===== config.mk =====
export PLATFORM = sky130hd
export DESIGN_NAME = mux16_rr_arbiter
export DESIGN_NICKNAME = d
export VERILOG_FILES = /design/src/rtl/mux16_arb_pkg.sv /design/src/rtl/mux16_rr_arbiter_rr_pick16.sv /design/src/rtl/mux16to1.sv /design/src/rtl/mux16_rr_arbiter.sv
export SDC_FILE = /design/constraint.sdc
export NUM_CORES = 1
export LEC_CHECK = 0
export CAP_MARGIN = 30
export CORE_MARGIN = 2
export CORE_UTILIZATION = 56
export CTS_CLUSTER_SIZE = 28
export DETAILED_ROUTE_END_ITERATION = 8
export MAX_ROUTING_LAYER = met4
export PLACE_DENSITY = 0.93
export SLEW_MARGIN = 0
export SYNTH_ARGS = -nofsm -noshare
export SYNTH_HDL_FRONTEND = slang
export SYNTH_HIERARCHICAL = 1
export SYNTH_SLANG_ARGS = --single-unit

===== constraint.sdc =====
create_clock -name clk -period 5.5 [get_ports clk]
set_clock_uncertainty 0.05 [all_clocks]
set_input_delay 1.375 -clock clk [delete_from_list [all_inputs] [get_ports clk]]
set_output_delay 1.375 -clock clk [all_outputs]
set_load 0.05 [all_outputs]

===== src/rtl/mux16_arb_pkg.sv =====
// Shared constants, state encoding and helpers for the 16-way round-robin
// mux arbiter.
package mux16_arb_pkg;

    localparam int NREQ = 16;
    localparam int SELW = 4;

    typedef enum logic {
        IDLE  = 1'b0,
        GRANT = 1'b1
    } arb_state_t;

    // Index to one-hot grant vector.
    function automatic logic [NREQ-1:0] onehot(input logic [SELW-1:0] idx);
        logic [NREQ-1:0] v;
        v      = '0;
        v[idx] = 1'b1;
        return v;
    endfunction

endpackage


===== src/rtl/mux16_rr_arbiter_rr_pick16.sv =====
// Round-robin winner search: the first set request bit found searching
// upward from last_owner+1, wrapping from 15 to 0. last_owner itself is
// checked last, so a lone requester still wins.
module rr_pick16
    import mux16_arb_pkg::*;
(
    input  logic [NREQ-1:0] req,
    input  logic [SELW-1:0] last_owner,
    output logic            any,
    output logic [SELW-1:0] winner
);

    // Scan offsets 1..16; the 4-bit add supplies the wrap-around.
    always_comb begin
        any    = 1'b0;
        winner = '0;
        for (int i = 1; i <= NREQ; i++) begin
            if (!any && req[last_owner + SELW'(i)]) begin
                any    = 1'b1;
                winner = last_owner + SELW'(i);
            end
        end
    end

endmodule


===== src/rtl/mux16to1.sv =====
// 16-to-1 single-bit multiplexer shared by all requesters.
module mux16to1
    import mux16_arb_pkg::*;
(
    input  logic [NREQ-1:0] in,
    input  logic [SELW-1:0] sel,
    output logic            out
);

    // Pure combinational bit select.
    always_comb begin
        out = in[sel];
    end

endmodule


===== src/rtl/mux16_rr_arbiter.sv =====
// Round-robin arbiter and sequencer sharing one 16-to-1 bit mux among
// 16 requesters, with a valid/ready output and a per-tenure burst limit.
// Optional feature macro: MUX16_ARB_LOCK_EN (lock input extends a tenure
// past MAX_BURST). With the macro undefined, the lock port is ignored.
//
//  state | meaning
//  ------+-------------------------------------------------------------
//  IDLE  | arbitration cycle; no grant; a winner is latched if req != 0
//  GRANT | owner drives the mux; each valid&&ready cycle is one beat
module mux16_rr_arbiter
    import mux16_arb_pkg::*;
#(
    parameter int MAX_BURST = 4
) (
    input  logic            clk,
    input  logic            rst,
    input  logic [NREQ-1:0] req,
    input  logic [NREQ-1:0] data_in,
    input  logic            lock,
    output logic [NREQ-1:0] gnt,
    output logic [SELW-1:0] sel,
    output logic            out_valid,
    output logic            out_data,
    input  logic            out_ready
);

    localparam logic [SELW-1:0] C_CNT_LAST = SELW'(MAX_BURST - 1);

    arb_state_t      r_state;
    arb_state_t      w_state_nxt;
    logic [SELW-1:0] r_owner;
    logic [SELW-1:0] w_owner_nxt;
    logic [SELW-1:0] r_last;
    logic [SELW-1:0] w_last_nxt;
    logic [SELW-1:0] r_cnt;
    logic [SELW-1:0] w_cnt_nxt;
    logic [SELW-1:0] w_cnt_inc;

    logic            w_any;
    logic [SELW-1:0] w_winner;
    logic            w_beat;
    logic            w_req_own;
    logic            w_limit_hit;

    rr_pick16 u_pick (
        .req        (req),
        .last_owner (r_last),
        .any        (w_any),
        .winner     (w_winner)
    );

    assign w_req_own = req[r_owner];
    assign w_beat    = (r_state == GRANT) && out_ready;

`ifdef MUX16_ARB_LOCK_EN
    // While locked the limit is suppressed and cnt saturates; once lock
    // falls, any beat at or beyond the limit closes the tenure.
    assign w_limit_hit = w_beat && !lock && (r_cnt >= C_CNT_LAST);
    assign w_cnt_inc   = (r_cnt == {SELW{1'b1}}) ? r_cnt : r_cnt + SELW'(1);
`else
    logic w_lock_unused;

    // cnt never passes the limit here, so an equality compare suffices.
    assign w_limit_hit   = w_beat && (r_cnt == C_CNT_LAST);
    assign w_cnt_inc     = r_cnt + SELW'(1);
    assign w_lock_unused = lock;
`endif

    // State, owner, last-owner and burst-count registers.
    always_ff @(posedge clk) begin
        if (rst) begin
            r_state <= IDLE;
            r_owner <= '0;
            r_last  <= {SELW{1'b1}};
            r_cnt   <= '0;
        end else begin
            r_state <= w_state_nxt;
            r_owner <= w_owner_nxt;
            r_last  <= w_last_nxt;
            r_cnt   <= w_cnt_nxt;
        end
    end

    // Next-state logic: arbitrate in IDLE, count beats and detect the
    // end of tenure in GRANT. A beat in the cycle req[owner] drops still
    // counts as transferred; the tenure ends either way.
    always_comb begin
        w_state_nxt = r_state;
        w_owner_nxt = r_owner;
        w_last_nxt  = r_last;
        w_cnt_nxt   = r_cnt;
        case (r_state)
            IDLE: begin
                if (w_any) begin
                    w_state_nxt = GRANT;
                    w_owner_nxt = w_winner;
                    w_last_nxt  = w_winner;
                    w_cnt_nxt   = '0;
                end
            end
            GRANT: begin
                if (w_beat) begin
                    w_cnt_nxt = w_cnt_inc;
                end
                if (!w_req_own || w_limit_hit) begin
                    w_state_nxt = IDLE;
                    w_cnt_nxt   = '0;
                end
            end
            default: begin
                w_state_nxt = IDLE;
            end
        endcase
    end

    // Outputs decode registered state only; req never reaches them
    // combinationally.
    always_comb begin
        gnt       = (r_state == GRANT) ? onehot(r_owner) : '0;
        sel       = r_owner;
        out_valid = (r_state == GRANT);
    end

    mux16to1 u_mux (
        .in  (data_in),
        .sel (sel),
        .out (out_data)
    );

endmodule


---- After elaboration in Yosys (flattened, before gate mapping) ----
Index checks and enable logic that the tools add are counted.
word-level totals
  input bits .............................. 36
  bits in registers ....................... 13
  word-level logic and storage cells ...... 157
  output and inout port bits .............. 22
cells by class
  reduce and logical (&&, ||, !) cells .... 37
  equal/unequal tests ..................... 3
  $add $sub $neg .......................... 16
  order comparisons ....................... 18
  bitwise operators ....................... 1
  mux-type cells .......................... 78
operator list
  operator                                                           count
  less-than comparator 4 x 5 -> 1 bit, second input constant         17
  2-to-1 mux 4 bit                                                   19
  binary-select mux 1 bit (select 4 bit)                             18
  2-to-1 mux 1 bit                                                   37
  adder 4 bit, second input constant                                 8
  logical AND 1 bit                                                  18
  adder 4 x 3 -> 4 bit, second input constant                        4
  zero test 1 bit                                                    16
  2-to-1 mux 16 bit                                                  1
  adder 4 x 1 -> 4 bit, second input constant                        2
  adder 4 x 2 -> 4 bit, second input constant                        2
  one-hot mux 4 bit (2 select lines)                                 1
  demux 1 bit (select 4 bit)                                         1
  == test 4 x 2 -> 1 bit, second input constant                      1
  greater-or-equal comparator 4 x 1 -> 1 bit, second input constant  1
  AND reduction 2 bit                                                2
  != test 3 x 1 -> 1 bit, second input constant                      1
  != test 2 x 1 -> 1 bit, second input constant                      1
  one-hot mux 1 bit (2 select lines)                                 1
  logical OR 1 bit                                                   1
  inverter 1 bit                                                     1

---- Logic depth before layout (Yosys ltp) ----
Gate-level depths: netlist of run 1.
  depth after elaboration ................. 51
  depth in mapped cells ................... 18
  mapped depth without buffers ............ 14

---- By module ----
Netlist of run 1, hierarchy kept.
modules (own cells, without submodules)
  module            times used  area an instance (um^2)  cells each  sequential area each (um^2)
  rr_pick16         1           2531.2                   294         0.0
  mux16_rr_arbiter  1           829.5                    108         260.2
  mux16to1          1           135.1                    7           0.0

---- Worst setup path after synthesis of run 1 ----
OpenSTA, ideal clock, no wires.
  kind .................................... input port to flip-flop
  from .................................... input req[13]
  to ...................................... register r_cnt[2]
  path slack .............................. 1269 ps
  data required time ...................... 5318 ps
  path buffers ............................ 1
  data arrival time ....................... 4049 ps
  setup time .............................. 132 ps
  stages .................................. 12
  path through ............................ mux4_2 > mux4_2 > buf_2 > nor4_4 > nand3_4 > nor3_1 > nand2_1 > nor2_1 > nor3_1 > a21o_1 > o21ai_0 > a21oi_1
between the ends
  longest elaborated chain between the ends .. 50
  elaborated cells between the ends (all ways) .. 87
  classes of those cells .................. eq/ne (2); mux (52); reduce/logical (33)
ends and longest elaborated chain
  item                                    line                              text
  from (decl)                             mux16_rr_arbiter.sv:17            input logic [NREQ-1:0] req,
  binary-select mux 1 bit (select 4 bit)  mux16_rr_arbiter_rr_pick16.sv:18  if (!any && req[last_owner + SELW'(i)]) begin
  2-to-1 mux 1 bit (implied by the code)  mux16_rr_arbiter_rr_pick16.sv:18
  2-to-1 mux 1 bit                        mux16_rr_arbiter_rr_pick16.sv:18
  zero test 1 bit                         mux16_rr_arbiter_rr_pick16.sv:18
  logical AND 1 bit                       mux16_rr_arbiter_rr_pick16.sv:18
  2-to-1 mux 1 bit                        mux16_rr_arbiter_rr_pick16.sv:18
  zero test 1 bit                         mux16_rr_arbiter_rr_pick16.sv:18
  logical AND 1 bit                       mux16_rr_arbiter_rr_pick16.sv:18
  [... 35 more ...]                       n/a
  logical AND 1 bit                       mux16_rr_arbiter_rr_pick16.sv:18
  2-to-1 mux 1 bit                        mux16_rr_arbiter_rr_pick16.sv:18
  zero test 1 bit                         mux16_rr_arbiter_rr_pick16.sv:18
  logical AND 1 bit                       mux16_rr_arbiter_rr_pick16.sv:18
  2-to-1 mux 1 bit *                      mux16_rr_arbiter_rr_pick16.sv:18
  net w_any                               mux16_rr_arbiter.sv:39            logic w_any;
  != test 2 x 1 -> 1 bit (no line) *      n/a
  AND reduction 2 bit (no line) *         n/a
  to (signal assigned)                    mux16_rr_arbiter.sv:80            r_cnt <= w_cnt_nxt;
  to (decl)                               mux16_rr_arbiter.sv:35            logic [SELW-1:0] r_cnt;
Mark *: on every way through the listed nets, which the timed path passes. The rest lies on a longest branch. The select of a mux whose other input is x is not followed.
A chain may end at the register's enable or synchronous reset.

---- Final worst setup path of run 1 ----
  from .................................... input req[9]
  to ...................................... register r_owner[0] (netlist: sel[0])
between the ends
  elaborated cells between the ends (all ways) .. 95
  classes of those cells .................. mux (64); reduce/logical (31)
RTL lines
  item                                    line                              text
  binary-select mux 1 bit (select 4 bit)  mux16_rr_arbiter_rr_pick16.sv:18
  2-to-1 mux 1 bit (implied by the code)  mux16_rr_arbiter_rr_pick16.sv:18
  2-to-1 mux 1 bit                        mux16_rr_arbiter_rr_pick16.sv:18
  zero test 1 bit                         mux16_rr_arbiter_rr_pick16.sv:18
  logical AND 1 bit                       mux16_rr_arbiter_rr_pick16.sv:18
  2-to-1 mux 1 bit                        mux16_rr_arbiter_rr_pick16.sv:18
  zero test 1 bit                         mux16_rr_arbiter_rr_pick16.sv:18
  logical AND 1 bit                       mux16_rr_arbiter_rr_pick16.sv:18
  [... 33 more ...]                       n/a
  2-to-1 mux 1 bit                        mux16_rr_arbiter_rr_pick16.sv:18
  zero test 1 bit                         mux16_rr_arbiter_rr_pick16.sv:18
  logical AND 1 bit                       mux16_rr_arbiter_rr_pick16.sv:18
  2-to-1 mux 1 bit                        mux16_rr_arbiter_rr_pick16.sv:18
  zero test 1 bit                         mux16_rr_arbiter_rr_pick16.sv:18
  logical AND 1 bit                       mux16_rr_arbiter_rr_pick16.sv:18
  2-to-1 mux 4 bit *                      mux16_rr_arbiter_rr_pick16.sv:18
  net w_winner[0]                         mux16_rr_arbiter.sv:40            logic [SELW-1:0] w_winner;
  to (signal assigned)                    mux16_rr_arbiter.sv:78            r_owner <= w_owner_nxt;
  to (decl)                               mux16_rr_arbiter.sv:31            logic [SELW-1:0] r_owner;
Marks and branches as above.

==> results of run 1 <==
[final timing paths]
kind	startpoint	to	slack [ps]	cells past startpoint
max	req[9]	sel[0]	660	10
min	r_cnt[3]	r_cnt[3]	460	2
max reg2reg	r_last[0]	sel[0]	1170	12
min reg2reg	r_cnt[3]	r_cnt[3]	460	2
[synth_stat cells, types with 5 or more instances]
cell type / instances / share of area (%)
a21oi_1: 31 / 4.4
nand2b_1: 6 / 1.1
clkbuf_1: 12 / 1.3
a31oi_1: 6 / 1.1
nor3_1: 15 / 2.1
mux4_1: 9 / 6.8
mux4_2: 28 / 18
mux2i_1: 44 / 13
mux2_2: 10 / 3.2
nand2_1: 47 / 5.0
inv_1: 10 / 1.1
nor2_1: 41 / 4.4
o21ai_0: 18 / 2.6
o22ai_1: 8 / 1.4
nand3_1: 5 / 0.72
nor2b_1: 9 / 1.6
buf_2: 5 / 0.72
ha_1: 9 / 3.2
dfxtp_1: 13 / 7.4
[per-stage QoR]
step,hold slack (ps),area [um2],cells
final,462,4150,533
after CTS,453,4150,533
after global routing,479,4150,533
after detailed placement,448,4110,529
after global placement,419,4110,529
after floorplan,405,3500,409
[final cells by class]
| class | instances | share of cell area, % |
|---|---|---|
| inverter | 14 | 1.39 |
| sequential | 13 | 6.30 |
| timing repair buffer | 68 | 15.7 |
| multi-input combinational | 359 | 73.3 |
| tap | 75 | 2.26 |
| clock buffer | 4 | 1.08 |
[routing by layer]
metal	share of wire (%)	up-vias
met2	48	323
li1	-	1692
met1	38	1822
met5	0	-
met3	10	64
met4	4.4	0
[cell usage in the layout, fill, tap and decap left out, types with 8 or more instances in the layout]
master and count:
a21oi_1 31, buf_4 12, clkdlybuf4s50_1 56, dfxtp_1 12
ha_1 9, inv_1 10, mux2_2 10, mux2i_1 44
mux4_1 9, mux4_2 28, nand2_1 47, nor2_1 41
nor2b_1 9, nor3_1 15, o21ai_0 18, o22ai_1 8
[state kept, by name, summed over array words and instances, names as in the netlist]
signal     cells
r_cnt          4
r_last         4
sel            4
out_valid      1
[critical path, cell delays in order]
cell and delay (ps):
clkdlybuf4s50_1 560, mux4_2 610, mux4_2 640, nor4_4 420
nand3_4 200, or4_1 570, a32oi_1 220, a31o_1 140
nand2_1 80, a21oi_1 140
[cells by family after synthesis]
logic type	count (synthesis)	share of synthesized area, %
multiplexers	93	41.3
AND/OR/NAND/NOR	145	20.4
buffers and inverters	37	5.51
AO/OA/AOI/OAI	103	19.4
XOR/XNOR	9	2.68
adder cells (fa/ha/maj)	9	3.22
flip-flops	13	7.44
==> load_flow_metrics.sql, run 1 <==
INSERT INTO impl_metrics (metric_group, metric, value, unit) VALUES
('run_status', 'result_of_the_run', 'complete, no violations', ''),
('route', 'ant_nets', '0', ''),
('clocking', 'tritoncts', 'yes', ''),
('clocking', 'ctsHtreeMaxLevel', '1', ''),
('worst_setup_path', 'startpoint_type', 'input port', ''),
('yosys', 'syn_area_per_cell', '8.55', 'um2'),
('timing', 'worst-slew-pin-transition', '845', 'ps'),
('final_layout', 'layout-area-overhead-vs-synth', '18.8', '%'),
('route', 'wire_per_inst', '21.4', 'um'),
('clocking', 'post_cts_buffers', '0', ''),
('hold_path', 'timing.hold.worst.class', 'reg -> reg', ''),
('worst_setup_path', 'setup.worst_path.end_class', 'register', ''),
('worst_setup_path', 'worstPathArrival', '4960', 'ps'),
('yosys', 'synthCells', '409', ''),
('floorplan', 'io_pins', '58', ''),
('clocking', 'numCtsBuffers', '3', ''),
('final_layout', 'final_core_util', '69.3', '%'),
('final_layout', 'multiInputGateArea', '0.00304', 'mm2'),
('yosys', 'async_flop_share', '0', '%'),
('placed_design', 'place_congestion', '1.04', ''),
('timing', 'tns', '0', 'ps'),
('floorplan', 'die-area', '0.00689', 'mm2'),
('job', 'maxcap_violations', '0', ''),
('worst_setup_path', 'path_max_fanout', '10', ''),
('route', 'post-route-drc-count', '0', ''),
('timing', 'grt_setup_unrepaired', 'false', ''),
('placed_design', 'placement.io_buffers', '56', ''),
('timing', 'finalHoldViolations', '0', ''),
('timing', 'achievable_freq', '0.207', 'GHz'),
('grt', 'groute.layer.met1.usage', '43.0', '%'),
('timing', 'slew-limit-headroom', '43.3', '%'),
('floorplan', 'dieHeight', '83.0', 'um'),
('timing', 'timing.final.max_slew_violations', '0', ''),
('floorplan', 'std_cell_rows', '28', ''),
('route', 'dr.first_iter.drc_count', '468', ''),
('route', 'routed_wirelength', '11400', 'um'),
('placed_design', 'dp.final_hpwl', '8740', 'um'),
('final_layout', 'finalNetCount', '504', ''),
('clocking', 'clkTransAtPathRegs', '50', 'ps'),
('yosys', 'synthesis.nets', '454', ''),
('route', 'route.detailed.vias_per_inst', '7.32', ''),
('yosys', 'synth-seq-cells', '13', ''),
('grt', 'global_routing_met3_resource_utilization', '3.08', '%'),
('final_layout', 'fillCellCount', '426', ''),
('clocking', 'cts_hold_buf', '0', ''),
('yosys', 'synth_sequential_area_ratio', '7.44', '%'),
('grt', 'grt.total_usage', '33.5', '%'),
('grt', 'pin_count_of_the_biggest_net_entering_global_routing', '27', ''),
('yosys', 'post_synthesis_instance_area', '0.00350', 'mm2'),
('clocking', 'max-clock-path-buffers', '2', ''),
('timing', 'min_period_over_period', '88.0', '%'),
('worst_setup_path', 'criticalPathCategory', 'in -> reg', ''),
('timing', 'fin_ws', '658', 'ps'),
('clocking', 'cts_num_sinks', '13', ''),
('floorplan', 'dieWidth', '83.0', 'um'),
('worst_setup_path', 'cp.required', '5620', 'ps'),
('clocking', 'clk_latency', '240', 'ps'),
('floorplan', 'starting_density_of_the_core', '58.4', '%'),
('grt', 'grt-busiest-layer', 'met2', ''),
('grt', 'grt.met2_usage', '55.1', '%'),
('final_layout', 'layout.area.seq', '262', 'um2'),
('clocking', 'root_buffer', 'clkbuf_8', ''),
('grt', 'globalRoute.totalOverflow', '0', ''),
('yosys', 'synth_edf_count', '0', ''),
('clocking', 'cts-resized-gates', '0', ''),
('final_layout', 'final_layout_size_suffix_gt1_share', '14.8', '%'),
('yosys', 'ys.warnings.count', '6', ''),
('timing', 'setup_viol_count_final', '0', ''),
('floorplan', 'placeable_area', '0.00599', 'mm2'),
('placed_design', 'detailedPlace.worstSlack', '492', 'ps'),
('route', 'dr_total_vias', '3901', ''),
('grt', 'first_global_vias', '3703', ''),
('timing', 'tmin_final', '4840', 'ps'),
('grt', 'antenna_found_initial', '0', ''),
('yosys', 'synth_ff_type', 'dfxtp_1', ''),
('grt', 'wire_length_of_the_first_global_routing_pass', '18600', 'um'),
('route', 'detailedRoute.firstPassIterationCount', '5', ''),
('yosys', 'synth.lib_cells_used.distinct', '65', ''),
('final_layout', 'antenna_cells_inserted', '0', '');
Power of run 1 is left out: the tool's default activity adds up to more than one toggle a clock period on the data nets, which glitch-free logic cannot reach.
==> run 2, diff against run 1 <==
- ABC_AREA: unset -> 1
- CORE_UTILIZATION: 56 -> 58
- PLACE_DENSITY: 0.93 -> 0.95
- clock period: 5.5 -> 5.58 ns (I/O delays scaled with it)
==> load_flow_metrics.sql, run 2 <==
INSERT INTO impl_metrics (metric_group, metric, value, unit) VALUES
('run_status', 'result_of_the_run', 'complete, no violations', ''),
('timing', 'grt_setup_unrepaired', 'false', ''),
('worst_setup_path', 'r2r_slack', '960', 'ps'),
('route', 'ant_nets', '0', ''),
('hold_path', 'worstHoldEndpoint', 'r_cnt[0]', ''),
('timing', 'worst-slew-pin-transition', '901', 'ps'),
('timing', 'timing.final.max_slew_violations', '0', ''),
('grt', 'first_global_vias', '3218', ''),
('worst_setup_path', 'startpoint_type', 'register', ''),
('worst_setup_path', 'worst_path_max_delay_cell', 'dfxtp_1', ''),
('final_layout', 'finalNetCount', '642', ''),
('timing', 'tns', '0', 'ps'),
('route', 'detailedRoute.firstPassIterationCount', '5', ''),
('clocking', 'clkTransAtPathRegs', '60', 'ps'),
('worst_setup_path', 'crit_path_cell_trace', 'inv_1 -> buf_4 -> ha_1 -> inv_1 -> nand3_1 -> nand3_1 -> nand2_1 -> nor2_1 -> a31oi_1 -> inv_1 -> nand4_4 -> nor3_4 -> nand3_2 -> nor2_2 -> nand3_1 -> inv_1 -> nor2_1 -> clkinv_1 -> nand2_1 -> nand3_1', ''),
('final_layout', 'layout.area.seq', '260', 'um2'),
('yosys', 'cell_taking_the_most_area_after_synthesis', 'nand2_1', ''),
('timing', 'fin_hold_ws', '489', 'ps'),
('yosys', 'async_flop_share', '0', '%'),
('final_layout', 'final_cell_mix', 'nand2_1, nand3_1, nor2_1', ''),
('hold_path', 'hold_path_startpoint', 'r_cnt[0]', ''),
('timing', 'finalHoldViolations', '0', ''),
('timing', 'min_period_over_period', '82.9', '%'),
('hold_path', 'timing.hold.worst.class', 'reg -> reg', ''),
('final_layout', 'antenna_cells_inserted', '0', ''),
('placed_design', 'dp.final_hpwl', '6950', 'um'),
('clocking', 'ctsHtreeMaxLevel', '1', ''),
('final_layout', 'layout-area-overhead-vs-synth', '20.7', '%'),
('worst_setup_path', 'critPathMaxStageDelay', '770', 'ps'),
('grt', 'wire_length_of_the_first_global_routing_pass', '14200', 'um'),
('yosys', 'synthCells', '547', ''),
('floorplan', 'starting_density_of_the_core', '61.0', '%'),
('yosys', 'syn_area_per_cell', '5.34', 'um2'),
('hold_path', 'hold-path-cell-count', '2', ''),
('yosys', 'post_synth_main_area_contributors', 'nand2_1, nand3_1, dfxtp_1, nor2_1, inv_1', ''),
('yosys', 'synth-seq-cells', '13', ''),
('floorplan', 'io_pins', '58', ''),
('placed_design', 'placement.io_buffers', '56', ''),
('yosys', 'synth_sequential_area_ratio', '8.91', '%'),
('worst_setup_path', 'reg2reg_depth', '20', ''),
('worst_setup_path', 'worstPathBufferInverterCount', '6', ''),
('yosys', 'yosys-top-cells-count', 'nand2_1, nand3_1, nor2_1', ''),
('clocking', 'max-clock-path-buffers', '2', ''),
('yosys', 'ys.warnings.count', '6', ''),
('clocking', 'cts_num_sinks', '13', ''),
('yosys', 'synth_top_cell_area_share', '23.1', '%'),
('final_layout', 'multiInputGateArea', '0.00231', 'mm2'),
('worst_setup_path', 'reg2reg_to', 'r_last[1]', ''),
('timing', 'setup_viol_count_final', '0', ''),
('route', 'dr_total_vias', '3805', ''),
('route', 'route.detailed.vias_per_inst', '5.74', ''),
('worst_setup_path', 'critical_r2r_launch', 'r_last[1]', ''),
('yosys', 'synth_edf_count', '0', ''),
('clocking', 'cts_hold_buf', '0', ''),
('grt', 'globalRoute.totalOverflow', '0', ''),
('floorplan', 'die-area', '0.00562', 'mm2'),
('yosys', 'synthesis.nets', '592', ''),
('grt', 'grt.total_usage', '32.8', '%'),
('worst_setup_path', 'setup.worst_path.end_class', 'register', ''),
('route', 'post-route-drc-count', '0', ''),
('yosys', 'synth_ff_type', 'dfxtp_1', ''),
('grt', 'pin_count_of_the_biggest_net_entering_global_routing', '25', ''),
('worst_setup_path', 'cp_delay_by_family_top', 'simple AND/OR/NAND/NOR gates', ''),
('clocking', 'post_cts_buffers', '0', ''),
('yosys', 'synth.lib_cells_used.distinct', '37', ''),
('route', 'dr.first_iter.drc_count', '388', ''),
('floorplan', 'dieHeight', '75.0', 'um'),
('job', 'maxcap_violations', '0', ''),
('floorplan', 'placeable_area', '0.00479', 'mm2'),
('timing', 'slew-limit-headroom', '39.8', '%'),
('worst_setup_path', 'path_max_fanout', '18', ''),
('worst_setup_path', 'worstPathArrival', '4700', 'ps'),
('timing', 'achievable_freq', '0.216', 'GHz'),
('final_layout', 'fillCellCount', '414', ''),
('clocking', 'numCtsBuffers', '3', ''),
('worst_setup_path', 'cp.required', '5650', 'ps'),
('final_layout', 'final_layout_size_suffix_gt1_share', '7.72', '%'),
('route', 'routed_wirelength', '9000', 'um'),
('clocking', 'clk_latency', '250', 'ps'),
('final_layout', 'layout.cells.most_common', 'nand2_1', ''),
('floorplan', 'std_cell_rows', '25', ''),
('clocking', 'cts-resized-gates', '0', ''),
('yosys', 'post_synthesis_instance_area', '0.00292', 'mm2'),
('clocking', 'tritoncts', 'yes', ''),
('route', 'wire_per_inst', '13.6', 'um'),
('placed_design', 'place_congestion', '0.995', ''),
('yosys', 'most_repeated_cell_in_the_gate_level_netlist_after_synthesis', 'nand2_1', ''),
('grt', 'antenna_found_initial', '0', ''),
('floorplan', 'dieWidth', '75.0', 'um'),
('timing', 'tmin_final', '4620', 'ps'),
('clocking', 'root_buffer', 'clkbuf_8', ''),
('worst_setup_path', 'setup.worst_path.start', 'r_last[1]', ''),
('worst_setup_path', 'criticalPathCategory', 'reg -> reg', '');
## run 2: changes by cell type in the layout (fill, tap and decap cells not counted), sizes merged, moves of 11 or more
cell   previous run  this run
o21ai            18         2
mux4             37         0
nand3             6       127
nand4             3        19
inv              11        63
nand2            47       191
mux2             11         0
mux2i            45         0
nor2             41        64
a21oi            31        17
## run 2: final cells by class
| cell class | instances | share of cell area, % |
|---|---|---|
| Sequential cell | 13 | 7.39 |
| Clock buffer | 4 | 1.28 |
| Timing Repair Buffer | 58 | 16.3 |
| Tap cell | 67 | 2.38 |
| Inverter | 64 | 7.17 |
| Multi-Input combinational cell | 457 | 65.4 |
## run 2: layer usage
layer / wire [um] / global-route usage (%)
met1: 3680 / 44.0
met4: 221 / 8.53
met2: 4100 / 51.0
met3: 1000 / 5.89
met5: 0 / -
## run 2: worst max path at each step
stage                endpoint  slack [ps]  depth (start not counted)
floorplan              sel[2]        2020                         19
global placement     out_data        1080                          8
detailed placement   out_data        1050                          8
CTS                  out_data        1040                          8
global route           sel[3]         530                         20
finish              r_last[1]         960                         20
## run 2: worst min-delay path, delay by kind of cell, from the launching register on
family	cells	cell delay, ps
DFF	1	330
AOI/OAI and AO/OA	1	120
and+or+nand+nor	1	50
## run 2: stage by stage
stage | cell area (um2) | setup slack (ps) | instances | util (%)
floorplan | 2920 | 2020 | 547 | -
global placement | 3480 | 1080 | 659 | 72.7
detailed placement | 3480 | 1050 | 659 | 72.7
CTS | 3520 | 1040 | 663 | 73.6
global route | 3520 | 529 | 663 | 73.6
finish | 3520 | 957 | 663 | 73.6
## run 2: logic make-up (layout without fill, tap and decap cells)
group	Yosys count	count (layout)	share of synthesized area, %
compound gates	30	30	6.47
fa+ha+maj	9	9	3.86
flops	13	13	8.91
simple gates	407	407	64.3
xor+xnor	11	11	4.33
buf+inv	77	126	12.1
Power of run 2 is left out for the same reason.
==> run 3, diff against run 2 <==
- CORE_UTILIZATION: 58 -> 54
- PLACE_DENSITY: 0.95 -> 0.93
- clock period: 5.58 -> 4.4 ns (I/O delays scaled with it)
==> load_flow_metrics.sql, run 3 (synthesis results as in run 2) <==
INSERT INTO impl_metrics (metric_group, metric, value, unit) VALUES
('grt', 'grt.met2_usage', '49.5', '%'),
('floorplan', 'die-area', '0.00601', 'mm2'),
('final_layout', 'layout.cells.most_common', 'nand2_1', ''),
('route', 'route.detailed.vias_per_inst', '5.71', ''),
('clocking', 'ctsHtreeMaxLevel', '1', ''),
('clocking', 'cts_hold_buf', '0', ''),
('worst_setup_path', 'critical_r2r_launch', 'r_last[0]', ''),
('timing', 'setup_viol_count_final', '0', ''),
('grt', 'groute.layer.met1.usage', '37.4', '%'),
('worst_setup_path', 'criticalPathCategory', 'in -> reg', ''),
('route', 'wire_per_inst', '13.3', 'um'),
('timing', 'achievable_freq', '0.251', 'GHz'),
('clocking', 'numCtsBuffers', '3', ''),
('route', 'dr.first_iter.drc_count', '453', ''),
('floorplan', 'io_pins', '58', ''),
('floorplan', 'dieWidth', '77.5', 'um'),
('worst_setup_path', 'crit_path_cell_trace', 'clkdlybuf4s50_1 -> nand2_1 -> nand3_1 -> nand3_1 -> nand2_1 -> nand2_2 -> nand2_2 -> nor2_8 -> nand4_4 -> nor2_4 -> nand4_4 -> nor3_4 -> nand3_2 -> nor2_2 -> nand3_1 -> inv_1 -> nor2_1 -> clkinv_1 -> nand2_1 -> a21oi_1', ''),
('worst_setup_path', 'setup.worst_path.start', 'req[15]', ''),
('final_layout', 'antenna_cells_inserted', '0', ''),
('hold_path', 'hold_path_startpoint', 'r_cnt[1]', ''),
('timing', 'timing.final.max_slew_violations', '0', ''),
('route', 'routed_wirelength', '8990', 'um'),
('floorplan', 'starting_density_of_the_core', '56.5', '%'),
('final_layout', 'final_layout_size_suffix_gt1_share', '9.09', '%'),
('worst_setup_path', 'setup.worst_path.end_class', 'register', ''),
('floorplan', 'std_cell_rows', '26', ''),
('timing', 'tns', '0', 'ps'),
('route', 'ant_nets', '0', ''),
('worst_setup_path', 'path_max_fanout', '9', ''),
('job', 'maxcap_violations', '0', ''),
('final_layout', 'layout-area-overhead-vs-synth', '23.1', '%'),
('worst_setup_path', 'worstPathArrival', '4100', 'ps'),
('run_status', 'result_of_the_run', 'complete, no violations', ''),
('final_layout', 'final_cell_mix', 'nand2_1, nand3_1, nor2_1', ''),
('grt', 'global_routing_met3_resource_utilization', '5.70', '%'),
('grt', 'grt-busiest-layer', 'met2', ''),
('timing', 'min_period_over_period', '90.5', '%'),
('placed_design', 'placement_stage_cell_area', '0.00355', 'mm2'),
('worst_setup_path', 'startpoint_type', 'input port', ''),
('route', 'detailedRoute.firstPassIterationCount', '6', ''),
('grt', 'grt.total_usage', '30.1', '%'),
('final_layout', 'final_area', '0.00359', 'mm2'),
('placed_design', 'placement.io_buffers', '56', ''),
('worst_setup_path', 'worstPathBufferInverterCount', '3', ''),
('timing', 'slew-limit-headroom', '55.3', '%'),
('grt', 'wire_length_of_the_first_global_routing_pass', '14700', 'um'),
('placed_design', 'dp.final_hpwl', '7210', 'um'),
('clocking', 'clk_latency', '240', 'ps'),
('clocking', 'post_cts_buffers', '0', ''),
('worst_setup_path', 'worst_path_max_delay_cell', 'clkdlybuf4s50_1', ''),
('route', 'post-route-drc-count', '0', ''),
('timing', 'worst-slew-pin-transition', '670', 'ps'),
('clocking', 'cts_num_sinks', '13', ''),
('timing', 'finalHoldViolations', '0', ''),
('worst_setup_path', 'cp_delay_by_family_top', 'simple AND/OR/NAND/NOR gates', ''),
('hold_path', 'timing.hold.worst.class', 'reg -> reg', ''),
('grt', 'first_global_vias', '3371', ''),
('grt', 'pin_count_of_the_biggest_net_entering_global_routing', '24', ''),
('timing', 'grt_setup_unrepaired', 'false', ''),
('worst_setup_path', 'cp.required', '4520', 'ps'),
('clocking', 'cts-resized-gates', '0', ''),
('floorplan', 'placeable_area', '0.00517', 'mm2'),
('clocking', 'clkTransAtPathRegs', '50', 'ps'),
('final_layout', 'finalNetCount', '651', ''),
('clocking', 'root_buffer', 'clkbuf_8', ''),
('floorplan', 'dieHeight', '77.5', 'um'),
('route', 'dr_total_vias', '3851', ''),
('worst_setup_path', 'critPathMaxStageDelay', '480', 'ps'),
('clocking', 'tritoncts', 'yes', ''),
('grt', 'globalRoute.totalOverflow', '0', ''),
('timing', 'tmin_final', '3980', 'ps'),
('clocking', 'max-clock-path-buffers', '2', ''),
('placed_design', 'place_congestion', '0.999', ''),
('grt', 'antenna_found_initial', '0', '');
## run 3: path summary, 6_finish.rpt
kind / endpoint / slack [ps] / cells after the start
hold / removal: r_cnt[1] / 480 / 2
setup / recovery: sel[0] / 420 / 20
setup reg to reg: sel[0] / 670 / 21
hold reg to reg: r_cnt[1] / 480 / 2
## run 3: layer usage
metal  vias up  wire length [um]
met5         -                 0
met4         0               201
met3        23              1020
met2       231              4150
met1      1700              3620
li1       1897                 -
## run 3: cell type report
class / instances / area (um2)
tap: 70 / 87.6
inverter: 64 / 253
fill: 456 / 1580
sequential: 13 / 260
timing repair buffer: 67 / 643
multi-input combinational: 457 / 2310
clock buffer: 4 / 45.0
## run 3: per-stage QoR
step / cells / hold slack [ps] / setup slack (ps) / util [%]
floorplan: 547 / 401 / 992 / -
global placement: 671 / 451 / 350 / 68.6
detailed placement: 671 / 467 / 231 / 68.6
CTS: 675 / 479 / 470 / 69.5
global route: 675 / 508 / 182 / 69.5
finish: 675 / 484 / 417 / 69.5
## run 3: worst register-to-register path, delay by kind of cell (launching register included)
| family | cells | cell delay (ps) |
|---|---|---|
| AO/OA/AOI/OAI | 1 | 150 |
| AND/OR/NAND/NOR | 15 | 2050 |
| flip-flops | 1 | 310 |
| buffers and inverters | 4 | 780 |
| adder cells (fa/ha/maj) | 1 | 310 |
Power of run 3 is left out for the same reason.
